[config.mk]
export PLATFORM = sky130hd
export DESIGN_NAME = vigna_clint
export DESIGN_NICKNAME = d
export VERILOG_FILES = /design/src/rtl/vigna_clint_pkg.sv /design/src/rtl/vigna_clint_sync.sv /design/src/rtl/vigna_clint.sv
export SDC_FILE = /design/constraint.sdc
export NUM_CORES = 1
export LEC_CHECK = 0
export BUFFER_PORTS_ARGS = -buffer_cell sky130_fd_sc_hd__buf_4
export CORE_ASPECT_RATIO = 1.25
export CORE_UTILIZATION = 65
export CTS_CLUSTER_DIAMETER = 100
export DETAILED_ROUTE_END_ITERATION = 6
export PLACE_DENSITY = 0.89
export SYNTH_ARGS = -nofsm -noshare
export SYNTH_HDL_FRONTEND = slang
export SYNTH_HIERARCHICAL = 1
export SYNTH_SLANG_ARGS = --single-unit
[constraint.sdc]
create_clock -name clk -period 7.1 [get_ports clk]
set_clock_uncertainty 0.2 [all_clocks]
set_input_delay 0.71 -clock clk [delete_from_list [all_inputs] [get_ports clk]]
set_output_delay 0.71 -clock clk [all_outputs]
set_load 0.005 [all_outputs]
[src/rtl/vigna_clint_pkg.sv]
// Shared register map, reset constants and bus helpers for the vigna CLINT.
package vigna_clint_pkg;

  localparam int unsigned XLEN       = 32;
  localparam int unsigned STRB_W     = XLEN / 8;
  localparam int unsigned IDX_W      = 3;
  localparam int unsigned MTIME_W    = 64;
  localparam int unsigned PRESCALE_W = 16;

  // Word indices decoded from bus_addr[4:2]
  localparam logic [IDX_W-1:0] REG_MSIP        = 3'd0;
  localparam logic [IDX_W-1:0] REG_MTIMECMP_LO = 3'd1;
  localparam logic [IDX_W-1:0] REG_MTIMECMP_HI = 3'd2;
  localparam logic [IDX_W-1:0] REG_MTIME_LO    = 3'd3;
  localparam logic [IDX_W-1:0] REG_MTIME_HI    = 3'd4;
  localparam logic [IDX_W-1:0] REG_PRESCALE    = 3'd5;
  localparam logic [IDX_W-1:0] REG_EXT_PEND    = 3'd6;
  localparam logic [IDX_W-1:0] REG_EXT_EN      = 3'd7;

  localparam logic [MTIME_W-1:0] MTIMECMP_RST = 64'hFFFF_FFFF_FFFF_FFFF;
  localparam logic [MTIME_W-1:0] MTIME_RST    = 64'h0;

  typedef enum logic {
    BUS_IDLE,
    BUS_RESP
  } bus_state_e;

  typedef struct packed {
    logic [IDX_W-1:0]  idx;
    logic [XLEN-1:0]   wdata;
    logic [STRB_W-1:0] wstrb;
  } bus_req_t;

  // Replace the bytes of old selected by wstrb with the matching bytes of wdata.
  function automatic logic [XLEN-1:0] apply_wstrb(input logic [XLEN-1:0]   old,
                                                   input logic [XLEN-1:0]   wdata,
                                                   input logic [STRB_W-1:0] wstrb);
    logic [XLEN-1:0] res;
    res = old;
    for (int i = 0; i < int'(STRB_W); i++) begin
      if (wstrb[i]) res[8*i +: 8] = wdata[8*i +: 8];
    end
    return res;
  endfunction

endpackage

[src/rtl/vigna_clint_sync.sv]
// Two-flop synchronizer for an asynchronous line plus a rising-edge detector.
module vigna_clint_sync (
  input  logic clk,
  input  logic resetn,
  input  logic async_in,
  output logic rise_c
);

  logic meta;
  logic sync;
  logic sync_d;

  always_ff @(posedge clk or negedge resetn) begin
    if (!resetn) begin
      meta   <= 1'b0;
      sync   <= 1'b0;
      sync_d <= 1'b0;
    end else begin
      meta   <= async_in;
      sync   <= meta;
      sync_d <= sync;
    end
  end

  assign rise_c = sync & ~sync_d;

endmodule

[src/rtl/vigna_clint.sv]
// Core-local interruptor: prescaled 64-bit mtime/mtimecmp, MSIP and a latched
// external interrupt, behind a simple valid/ready register bus.
module vigna_clint
  import vigna_clint_pkg::*;
#(
  parameter int unsigned PRESCALE_RST = 0
) (
  input  logic              clk,
  input  logic              resetn,
  input  logic              bus_valid,
  output logic              bus_ready,
  input  logic [XLEN-1:0]   bus_addr,
  input  logic [XLEN-1:0]   bus_wdata,
  input  logic [STRB_W-1:0] bus_wstrb,
  output logic [XLEN-1:0]   bus_rdata,
  input  logic              ext_irq_in,
  output logic              timer_irq,
  output logic              soft_irq,
  output logic              ext_irq
);

  bus_state_e             state;
  bus_req_t               req_c;
  logic                   access_c;
  logic                   wr_c;
  logic                   rd_c;
  logic                   tick_c;
  logic                   ext_rise_c;
  logic [XLEN-1:0]        rdata_c;

  logic                   msip;
  logic                   ext_pend;
  logic                   ext_en;
  logic [PRESCALE_W-1:0]  prescale;
  logic [PRESCALE_W-1:0]  presc_cnt;
  logic [MTIME_W-1:0]     mtime;
  logic [MTIME_W-1:0]     mtimecmp;

  logic wr_msip_c;
  logic wr_cmp_lo_c;
  logic wr_cmp_hi_c;
  logic wr_mtime_lo_c;
  logic wr_mtime_hi_c;
  logic wr_prescale_c;
  logic wr_ext_pend_c;
  logic wr_ext_en_c;

  logic unused_addr_bits;
  assign unused_addr_bits = ^{bus_addr[XLEN-1:5], bus_addr[1:0]};

  assign req_c    = '{idx: bus_addr[4:2], wdata: bus_wdata, wstrb: bus_wstrb};
  assign access_c = (state == BUS_IDLE) && bus_valid;
  assign wr_c     = access_c && (req_c.wstrb != STRB_W'(0));
  assign rd_c     = access_c && (req_c.wstrb == STRB_W'(0));

  assign wr_msip_c     = wr_c && (req_c.idx == REG_MSIP);
  assign wr_cmp_lo_c   = wr_c && (req_c.idx == REG_MTIMECMP_LO);
  assign wr_cmp_hi_c   = wr_c && (req_c.idx == REG_MTIMECMP_HI);
  assign wr_mtime_lo_c = wr_c && (req_c.idx == REG_MTIME_LO);
  assign wr_mtime_hi_c = wr_c && (req_c.idx == REG_MTIME_HI);
  assign wr_prescale_c = wr_c && (req_c.idx == REG_PRESCALE);
  assign wr_ext_pend_c = wr_c && (req_c.idx == REG_EXT_PEND);
  assign wr_ext_en_c   = wr_c && (req_c.idx == REG_EXT_EN);

  assign tick_c = (presc_cnt == prescale);

  vigna_clint_sync u_ext_sync (
    .clk      (clk),
    .resetn   (resetn),
    .async_in (ext_irq_in),
    .rise_c   (ext_rise_c)
  );

  // Read mux; unimplemented bits return zero
  always_comb begin
    rdata_c = '0;
    case (req_c.idx)
      REG_MSIP:        rdata_c = {31'd0, msip};
      REG_MTIMECMP_LO: rdata_c = mtimecmp[31:0];
      REG_MTIMECMP_HI: rdata_c = mtimecmp[63:32];
      REG_MTIME_LO:    rdata_c = mtime[31:0];
      REG_MTIME_HI:    rdata_c = mtime[63:32];
      REG_PRESCALE:    rdata_c = {16'd0, prescale};
      REG_EXT_PEND:    rdata_c = {31'd0, ext_pend};
      REG_EXT_EN:      rdata_c = {31'd0, ext_en};
      default:         rdata_c = '0;
    endcase
  end

  // Bus handshake: one access per valid, ready held until valid drops
  always_ff @(posedge clk or negedge resetn) begin
    if (!resetn) begin
      state     <= BUS_IDLE;
      bus_ready <= 1'b0;
      bus_rdata <= '0;
    end else begin
      case (state)
        BUS_IDLE: begin
          if (bus_valid) begin
            state     <= BUS_RESP;
            bus_ready <= 1'b1;
            if (rd_c) bus_rdata <= rdata_c;
          end
        end
        BUS_RESP: begin
          if (!bus_valid) begin
            state     <= BUS_IDLE;
            bus_ready <= 1'b0;
          end
        end
      endcase
    end
  end

  always_ff @(posedge clk or negedge resetn) begin
    if (!resetn) begin
      msip   <= 1'b0;
      ext_en <= 1'b0;
    end else begin
      if (wr_msip_c && req_c.wstrb[0])   msip   <= req_c.wdata[0];
      if (wr_ext_en_c && req_c.wstrb[0]) ext_en <= req_c.wdata[0];
    end
  end

  // A synchronized rising edge beats a simultaneous write-1-to-clear
  always_ff @(posedge clk or negedge resetn) begin
    if (!resetn) begin
      ext_pend <= 1'b0;
    end else if (ext_rise_c) begin
      ext_pend <= 1'b1;
    end else if (wr_ext_pend_c && req_c.wstrb[0] && req_c.wdata[0]) begin
      ext_pend <= 1'b0;
    end
  end

  always_ff @(posedge clk or negedge resetn) begin
    if (!resetn) begin
      prescale <= PRESCALE_W'(PRESCALE_RST);
    end else if (wr_prescale_c) begin
      if (req_c.wstrb[0]) prescale[7:0]  <= req_c.wdata[7:0];
      if (req_c.wstrb[1]) prescale[15:8] <= req_c.wdata[15:8];
    end
  end

  always_ff @(posedge clk or negedge resetn) begin
    if (!resetn) begin
      presc_cnt <= '0;
    end else if (wr_prescale_c || tick_c) begin
      presc_cnt <= '0;
    end else begin
      presc_cnt <= presc_cnt + PRESCALE_W'(1);
    end
  end

  // Software writes to either mtime word suppress that cycle's increment
  always_ff @(posedge clk or negedge resetn) begin
    if (!resetn) begin
      mtime <= MTIME_RST;
    end else if (wr_mtime_lo_c || wr_mtime_hi_c) begin
      if (wr_mtime_lo_c) mtime[31:0]  <= apply_wstrb(mtime[31:0], req_c.wdata, req_c.wstrb);
      if (wr_mtime_hi_c) mtime[63:32] <= apply_wstrb(mtime[63:32], req_c.wdata, req_c.wstrb);
    end else if (tick_c) begin
      mtime <= mtime + MTIME_W'(1);
    end
  end

  always_ff @(posedge clk or negedge resetn) begin
    if (!resetn) begin
      mtimecmp <= MTIMECMP_RST;
    end else begin
      if (wr_cmp_lo_c) mtimecmp[31:0]  <= apply_wstrb(mtimecmp[31:0], req_c.wdata, req_c.wstrb);
      if (wr_cmp_hi_c) mtimecmp[63:32] <= apply_wstrb(mtimecmp[63:32], req_c.wdata, req_c.wstrb);
    end
  end

  always_ff @(posedge clk or negedge resetn) begin
    if (!resetn) begin
      timer_irq <= 1'b0;
      soft_irq  <= 1'b0;
      ext_irq   <= 1'b0;
    end else begin
      timer_irq <= (mtime >= mtimecmp);
      soft_irq  <= msip;
      ext_irq   <= ext_pend & ext_en;
    end
  end

endmodule

# ---- Word-level counts from Yosys, hierarchy flattened
# Index checks and enable logic that the tools add are counted.
dict set report word_totals {
  register_bits 203
  in_bits 72
  out_inout_bits 36
}
dict set report op_classes {
  addsub 2
  order_cmp 1
  eq_ne 16
  muxes 16
  n_bitwise 4
  n_reduce_logical 42
}
# op n
set ops {}
lappend ops {{32-bit case mux with 8 select lines} 1}
lappend ops {{64-bit 2-to-1 mux} 2}
lappend ops {{64-bit by 1-bit adder with 64-bit output, second input constant} 1}
lappend ops {{64-bit >= comparator} 1}
lappend ops {{32-bit 2-to-1 mux} 2}
lappend ops {{8-bit 2-to-1 mux} 4}
lappend ops {{3-bit AND reduction} 9}
lappend ops {{2-bit AND reduction} 11}
lappend ops {{16-bit by 1-bit adder with 16-bit output, second input constant} 1}
lappend ops {{16-bit equality test} 1}
lappend ops {{16-bit 2-to-1 mux} 1}
lappend ops {{2-bit != test, second input constant} 8}
lappend ops {{1-bit logical AND} 15}
lappend ops {{3-bit equality test, second input constant} 4}
lappend ops {{3-bit by 2-bit equality test with 1-bit output, second input constant} 2}
lappend ops {{1-bit 2-to-1 mux} 5}
lappend ops {{4-bit zero test} 1}
lappend ops {{2-bit nonzero test} 2}
lappend ops {{4-bit nonzero test} 1}
lappend ops {{3-bit by 1-bit equality test with 1-bit output, second input constant} 1}
lappend ops {{3-bit zero test} 1}
lappend ops {{1-bit bitwise AND} 2}
lappend ops {{1-bit logical OR} 2}
lappend ops {{1-bit NOT} 2}
lappend ops {{1-bit case mux with 2 select lines} 1}

# ---- Depth between registers and ports, before layout
# Gate-level depths: netlist (run 1).
dict set report logic_depth {
  ltp_word 8
  depth_mapped 11
}

# ---- Modules after synthesis
# Netlist (run 1), hierarchy kept.
# module n_inst cells_each area_each_um2
set modules_own_cells {}
lappend modules_own_cells {vigna_clint 1 1360 12134.1}
lappend modules_own_cells {vigna_clint_sync 1 4 88.8}

# ---- Least setup slack after synthesis (run 1)
# No wires, ideal clock.
dict set report synth_timing {
  path_type {input to register}
  from {input bus_valid}
  to {register mtime[35]}
  setup_time_ns 0.121
  t_arrival_ns 2.313
  setup_slack_ns 4.466
  path_stages 9
  n_path_buf 3
  path_cell_list {ha_1 -> clkbuf_1 -> o41ai_1 -> o21bai_1 -> buf_2 -> a21boi_0 -> clkbuf_1 -> nor2_1 -> o22a_1}
}
dict set report synth_between {
  elab_chain_cells 6
  word_cells_on_any_way 10
  classes_between {eq/ne: 2; mux: 1; reduce/logical: 7}
}
# element line_no
set synth_lines {}
lappend synth_lines {{start: declaration} vigna_clint.sv:10} ;# input logic bus_valid,
lappend synth_lines {{1-bit logical AND (*)} vigna_clint.sv:52} ;# assign access_c = (state == BUS_IDLE) && bus_valid;
lappend synth_lines {{1-bit logical AND (*)} vigna_clint.sv:53} ;# assign wr_c = access_c && (req_c.wstrb != STRB_W'(0));
lappend synth_lines {{1-bit logical AND, on equally long branches} {vigna_clint.sv:59, vigna_clint.sv:60}}
lappend synth_lines {{1-bit logical OR} vigna_clint.sv:159} ;# end else if (wr_mtime_lo_c || wr_mtime_hi_c) begin
lappend synth_lines {{2-bit != test (no line) / 2-bit nonzero test (equally long branches)} -}
lappend synth_lines {{3-bit AND reduction (no line)} -}
lappend synth_lines {{end signal: assignment} vigna_clint.sv:161} ;# if (wr_mtime_hi_c) mtime[63:32] <= apply_wstrb(mtime[63:32], req_c.wdata, req_c.wstrb);
lappend synth_lines {{end signal: assignment} vigna_clint.sv:163} ;# mtime <= mtime + MTIME_W'(1);
lappend synth_lines {{end: declaration} vigna_clint.sv:36} ;# logic [MTIME_W-1:0] mtime;
# Every way passes the cells marked *; elsewhere a longest branch is shown, timed or not.
# A chain may end at the register's enable or synchronous reset.

# ---- Worst setup path after layout (run 1)
dict set report layout_timing {
  from {register state}
  to {register mtime[26]}
}
dict set report layout_between {
  elab_chain_cells 7
  word_cells_on_any_way 11
  classes_between {eq/ne: 2; mux: 1; bitwise: 1; reduce/logical: 7}
}
# element line_no
set layout_lines {}
lappend layout_lines {{start: declaration} vigna_clint.sv:22} ;# bus_state_e state;
lappend layout_lines {{start signal: assignment} vigna_clint.sv:93} ;# state <= BUS_IDLE;
lappend layout_lines {{start signal: assignment} vigna_clint.sv:100} ;# state <= BUS_RESP;
lappend layout_lines {{start signal: assignment} vigna_clint.sv:107} ;# state <= BUS_IDLE;
lappend layout_lines {{1-bit NOT (no line) (*)} -}
lappend layout_lines {{1-bit logical AND (*)} vigna_clint.sv:52}
lappend layout_lines {{1-bit logical AND (*)} vigna_clint.sv:53}
lappend layout_lines {{1-bit logical AND, on equally long branches} {vigna_clint.sv:59, vigna_clint.sv:60}}
lappend layout_lines {{1-bit logical OR} vigna_clint.sv:159}
lappend layout_lines {{2-bit != test (no line) / 2-bit nonzero test (equally long branches)} -}
lappend layout_lines {{3-bit AND reduction (no line)} -}
lappend layout_lines {{end signal: assignment} vigna_clint.sv:160} ;# if (wr_mtime_lo_c) mtime[31:0] <= apply_wstrb(mtime[31:0], req_c.wdata, req_c.wstrb);
lappend layout_lines {{end signal: assignment} vigna_clint.sv:163}
# Marked as above.

==> run summary, run 1 <==
minimum clock period: 3.78 ns
# setup viols final: 0
largest net degree at the start of global routing: 88
die width: 125 um
Slew Viols, Final: 0
CTS Buffer Depth: 3
Setup crit end kind: flip-flop
worst setup slack after layout: 3.32 ns
synthesized area: 12200 um^2
die height: 155 um
DR vias: 11200
CTS tree: yes
wire length per cell: 21.4 um
Root Driver: clkbuf_16
Synth cell types: 70
Seq/Total Area, Yosys: 42.2%
Area contributors post-synth: dfrtp_1, dfstp_2, ha_1
Int Pwr: 2.68 mW
leading area contributor after synthesis: dfrtp_1
leak pwr: 6.08 nW
Initial Util: 67.0%
outcome: finished clean
DR DRC count: 0
Sw Ratio: 34.5%
clock power share: 30.1%
critical path data required time: 7.30 ns
Antenna Cells: 0
Setup WS pre-CTS: 3.02 ns
async set-reset flop share out of synthesis: 100%
first-pass GRT wire length: 56.8 mm
Hold Crit Class: in2async
period utilization: 53.2%
TritonCTS buffer count: 22
share of layout cells above drive strength 1: 16.2%
Crit Path Max Fanout: 60
Setup crit start kind: flip-flop
vias per std cell: 6.82
WP data arrival: 3.98 ns
syn avg cell area: 8.96 um^2
Hold Fails Final Rpt: 0
CP Class: reg2reg
yosys warns: 6
top_reg_cell synth: dfrtp_1
# rows: 55
Max IR drop VDD: 0.000196 V
synthesis-to-layout area growth: 11.8%
Worst Hold Slack: 0.0500 ns
Final ANT Viol Nets: 0
worst-skew pair later-pin latency: 0.52 ns
most instantiated library cell after synthesis: nand2_1
Fill cells: 1246
Std-Cell Core Area: 18200 um^2
final wirelength: 35.2 mm
Final Wtd Congestion: 0.949
vias in the first global route: 11100
setup TNS: 0 ns
die area: 19400 um^2
Mapped Cells: 1364
synthesis-stage register bit count: 203
total gr overflow: 0
syn_nets: 1503
PD cells: 299 nW/um^2
dpl hpwl: 24.3 mm
Max-Cap Viols: 0
total global-route track usage: 36.5%
Slew Limit Headroom: 11.7%
Post-synth EDFFs: 0
reg2reg setup slack: 3.32 ns
Worst-Margin Slew: 1.32 ns
# nets final: 1542
fmax: 265 MHz
initial antenna violation count: 0
Comb pwr share: 25.5%
Buffers on Ports: 78
Post-synth top cells: nand2_1, dfrtp_1, o21ai_0
top cell type's share of synthesized area: 28.5%
Sink Count: 203
PostCTS Resize Cnt: 0
Ports: 108
CTS H-Tree Depth: 1
Reg clk slew, reported paths: 0.06 ns
hold buffers post-CTS: 0
sequential share of power: 44.4%
RSZ-0062 raised after global routing: false
Net Switching: 1.41 mW
Initial DRC Count: 1373
Pre-antenna DRT Iters: 7
Post-CTS Setup Inserts: 0
[sequential cells by signal, summed over array words and instances (netlist names)]
| signal | cells |
|---|---|
| ext_irq | 1 |
| u_ext_sync/meta | 1 |
| ext_en | 1 |
| u_ext_sync/sync_d | 1 |
| state | 1 |
| mtime | 64 |
| soft_irq | 1 |
| msip | 1 |
| presc_cnt | 16 |
| ext_pend | 1 |
| timer_irq | 1 |
| prescale | 16 |
| u_ext_sync/sync | 1 |
| bus_ready | 1 |
| mtimecmp | 64 |
| bus_rdata | 32 |
[worst max-delay path, cell delays in order, from the launching register on]
cell,delay [ns]
dfrtp_1,0.39
inv_1,0.07
ha_1,0.61
o41ai_1,0.28
o21bai_4,0.33
buf_4,0.35
a32oi_1,1.02
o21ai_0,0.25
o21ai_0,0.16
[cell usage in the layout, fill, tap and decap left out, types with 25 or more instances in the layout]
master     n
o21ai_0  136
nor2_1    87
ha_1      67
a21oi_1  113
mux2i_1   30
xor2_1    25
inv_1     82
nand4_1   37
nand3_1   46
dfrtp_1  139
o22a_1    48
dfstp_2   64
nand2_1  158
buf_4     92
[layer usage]
| layer | share of wire [%] | track usage [%] | vias up |
|---|---|---|---|
| met1 | 38 | 44.0 | 5407 |
| li1 | - | - | 5059 |
| met4 | 5.6 | 21.6 | 0 |
| met2 | 49 | 62.8 | 617 |
| met3 | 7.7 | 4.75 | 157 |
| met5 | 0 | 0 | - |
[logic make-up (layout without fill, tap and decap cells)]
kind of cell	Yosys count	in the layout	synth area share, %
buffers and inverters	161	216	5.24
AND/OR/NAND/NOR	420	420	16.8
XOR/XNOR	30	30	2.15
AO/OA/AOI/OAI	433	433	22.5
flip-flops	203	203	42.2
adder cells (fa/ha/maj)	67	67	6.86
multiplexers	50	50	4.30
[metrics by stage]
stage	instances	instance area, um^2	utilization (%)	total power, mW
5_1_grt	1647	13700	74.9	4.29
2_1_floorplan	1364	12200	-	2.44
4_1_cts	1647	13700	74.9	4.06
3_3_place_gp	1607	12900	70.7	2.75
6_report	1647	13700	74.9	4.09
3_5_place_dp	1607	12900	70.7	2.82
[area by class of cell]
cell class / count / area, um^2 / share of cell area (%)
well taps: 228 / 285 / 2.09
flip-flops and latches: 203 / 5160 / 37.8
clock buffers: 32 / 649 / 4.75
repair buffers: 93 / 704 / 5.15
inverters: 83 / 312 / 2.28
multi-input cells: 1000 / 6430 / 47.1
clock inverters: 8 / 121 / 0.888
[power groups by stage]
| stage | clock network [mW] | logic [mW] | registers (mW) |
|---|---|---|---|
| after floorplan | 0 | 0.749 | 1.70 |
| after global placement | 0 | 0.949 | 1.80 |
| after detailed placement | 0 | 1.00 | 1.82 |
| after CTS | 1.23 | 1.03 | 1.80 |
| after global routing | 1.28 | 1.16 | 1.85 |
| final | 1.23 | 1.04 | 1.82 |
[path summary, 6_finish.rpt]
check | from | endpoint | cells after the start
worst min register to register | u_ext_sync/meta | u_ext_sync/sync | 0
worst min-delay path | resetn | bus_rdata[2] | 1
min in group clk | ext_irq_in | u_ext_sync/meta | 1
worst max register to register | state | mtime[26] | 8
max in group asynchronous | resetn | bus_rdata[14] | 2
worst max-delay path | state | mtime[26] | 8
No activity file was read; power rests on OpenSTA's default activity.
==> run 2, diff against run 1 <==
--- a/config.mk
+++ b/config.mk
@@ -7,10 +7,10 @@
 export LEC_CHECK = 0
 export BUFFER_PORTS_ARGS = -buffer_cell sky130_fd_sc_hd__buf_4
 export CORE_ASPECT_RATIO = 1.25
-export CORE_UTILIZATION = 65
+export CORE_UTILIZATION = 61
 export CTS_CLUSTER_DIAMETER = 100
 export DETAILED_ROUTE_END_ITERATION = 6
-export PLACE_DENSITY = 0.89
+export PLACE_DENSITY = 0.84
 export SYNTH_ARGS = -nofsm -noshare
 export SYNTH_HDL_FRONTEND = slang
 export SYNTH_HIERARCHICAL = 1
==> constraint.sdc (replaced) <==
create_clock -name clk -period 3.8 [get_ports clk]
set_clock_uncertainty 0.2 [all_clocks]
set_input_delay 0.38 -clock clk [delete_from_list [all_inputs] [get_ports clk]]
set_output_delay 0.38 -clock clk [all_outputs]
set_load 0.005 [all_outputs]
==> run 2 against run 1 <==
  * Fmax up 16%
  * Non-clock buffer count up 49
  * Sequential power up 87%
  * Hold slack about the same
  * Combinational power up 90%
  * Setup slack worse by 2.8 ns
  * Final cell count up 5.2%
  * Register-to-register slack worse by 2.8 ns
  * Critical path type unchanged
  * Largest power group unchanged
==> run summary, run 2 (synthesis gave the netlist of run 1 again) <==
WP data arrival: 3.46 ns (was 3.98 ns)
initial antenna violation count: 0 (unchanged)
Root Driver: clkbuf_16 (unchanged)
Antenna Cells: 0 (unchanged)
DR DRC count: 0 (unchanged)
Worst-Margin Slew: 1.23 ns (was 1.32 ns)
dpl hpwl: 25.2 mm (was 24.3 mm)
Hold Crit Start: bus_addr[4]
Pre-antenna DRT Iters: 5 (was 7)
share of layout cells above drive strength 1: 16.6% (was 16.2%)
# rows: 57 (was 55)
Initial DRC Count: 1107 (was 1373)
Largest regs: mtime (64), mtimecmp (64), bus_rdata (32) (unchanged)
reg2reg path depth: 6 (was 8)
Final Wtd Congestion: 0.980 (was 0.949)
FF-to-FF End: mtime[5] (was mtime[26])
Hold Crit Class: in2reg (was in2async)
synthesis-to-layout area growth: 15.3% (was 11.8%)
die area: 20600 um^2 (was 19400 um^2)
vias in the first global route: 11000 (was 11100)
first-pass GRT wire length: 57.3 mm (was 56.8 mm)
clock power share: 28.2% (was 30.1%)
period utilization: 85.5% (was 53.2%)
reg2reg setup slack: 0.55 ns (was 3.32 ns)
Slew Limit Headroom: 18.3% (was 11.7%)
setup TNS: 0 ns (unchanged)
Worst Hold Depth: 3
die height: 160 um (was 155 um)
Net Switching: 2.61 mW (was 1.41 mW)
WL met1: 13.7 mm (was 13.3 mm)
Setup crit end kind: flip-flop (unchanged)
Hold Fails Final Rpt: 0 (unchanged)
DR WL met2: 17.8 mm (was 17.2 mm)
Hold Path End: ext_pend
die width: 129 um (was 125 um)
critical path launch point: prescale[14] (was state)
sequential share of power: 45.4% (was 44.4%)
Reg clk slew, reported paths: 0.06 ns (about the same)
CTS H-Tree Depth: 1 (unchanged)
total global-route track usage: 35.5% (was 36.5%)
Sw Ratio: 34.9% (was 34.5%)
vias per std cell: 6.46 (was 6.82)
hold buffers post-CTS: 35 (was 0)
CTS tree: yes (unchanged)
Final ANT Viol Nets: 0 (unchanged)
CP Class: reg2reg (unchanged)
final wirelength: 35.5 mm (was 35.2 mm)
# setup viols final: 0 (unchanged)
PostCTS Resize Cnt: 0 (unchanged)
CTS Buffer Depth: 3 (unchanged)
# nets final: 1592 (was 1542)
Buffers on Ports: 78 (unchanged)
fmax: 308 MHz (was 265 MHz)
Max IR drop VDD: 0.000356 V (was 0.000196 V)
leak pwr: 6.28 nW (was 6.08 nW)
worst-skew pair later-pin latency: 0.51 ns (was 0.52 ns)
placed cell areas: 13000 um^2 (was 12900 um^2)
Final Cell Area: 14100 um^2 (was 13700 um^2)
DR vias: 11200 (about the same)
minimum clock period: 3.25 ns (was 3.78 ns)
Sink Count: 203 (unchanged)
Int Pwr: 4.88 mW (was 2.68 mW)
commonest cells after routing, fill and taps aside: nand2_1, dfrtp_1, o21ai_0 (unchanged)
Slew Viols, Final: 0 (unchanged)
Initial Util: 62.5% (was 67.0%)
Comb pwr share: 26.4% (was 25.5%)
total gr overflow: 0 (unchanged)
Post-CTS Setup Inserts: 0 (unchanged)
PD cells: 531 nW/um^2 (was 299 nW/um^2)
met3 wire length: 2.51 mm (was 2.73 mm)
outcome: finished clean (unchanged)
Setup crit start kind: flip-flop (unchanged)
Max-Cap Viols: 0 (unchanged)
commonest non-fill, non-tap cell in the layout: nand2_1 (unchanged)
wire length per cell: 20.5 um (was 21.4 um)
Worst R2R Start: prescale[14] (was state)
max layer used: met4 (unchanged)
Worst Hold Slack: 0.0504 ns (was 0.0500 ns)
RSZ-0062 raised after global routing: false (unchanged)
Crit Path Max Fanout: 16 (was 60)
Ports: 108 (unchanged)
Std-Cell Core Area: 19500 um^2 (was 18200 um^2)
critical path data required time: 4.01 ns (was 7.30 ns)
TritonCTS buffer count: 23 (was 22)
largest net degree at the start of global routing: 108 (was 88)
-- run 2: how the worst max path moves through the flow --
stage | cells after the start | to | slack (ns)
2_1_floorplan | 7 | mtime[54] | 1.35
3_3_place_gp | 7 | mtime[38] | 0.69
3_5_place_dp | 7 | mtime[38] | 0.58
4_1_cts | 6 | mtime[5] | 0.63
5_1_grt | 6 | mtime[5] | 0.31
6_report | 6 | mtime[5] | 0.55
-- run 2: cell type report --
class	count	area [um^2]
sequential	203	5160
fill	1490	5440
clock inverter	9	70.1
clock buffer	30	632
multi-input combinational	1000	6430
timing repair buffer	142	1160
tap	265	332
inverter	83	312
-- run 2: worst max-delay path, cell delays in order (launching register included) --
cell	delay, ns
dfrtp_1	0.42
xor2_1	0.21
nor4_1	0.46
nand4_1	0.46
o21ai_1	0.96
o21ai_0	0.23
a22oi_1	0.21
-- run 2: power by group through the flow --
stage | clock network (mW) | registers [mW] | logic, mW
global route | 2.22 | 3.46 | 2.22
global placement | 0 | 3.36 | 1.81
finish | 2.11 | 3.40 | 1.98
floorplan | 0 | 3.17 | 1.40
detailed placement | 0 | 3.40 | 1.90
CTS | 2.14 | 3.37 | 1.96
-- run 2: stage by stage --
step | worst slack [ns] | util, % | instances | power, mW
after floorplan | 1.35 | - | 1364 | 4.57
after global placement | 0.692 | 66.8 | 1658 | 5.17
after detailed placement | 0.578 | 66.8 | 1658 | 5.30
after CTS | 0.633 | 72.1 | 1732 | 7.47
after global routing | 0.309 | 72.1 | 1732 | 7.90
final | 0.549 | 72.1 | 1732 | 7.49
-- run 2: layer usage --
metal / up-vias / GRT usage, %
met5: - / 0
met4: 0 / 15.8
met3: 112 / 5.06
met2: 489 / 61.8
met1: 5422 / 43.4
li1: 5160 / -
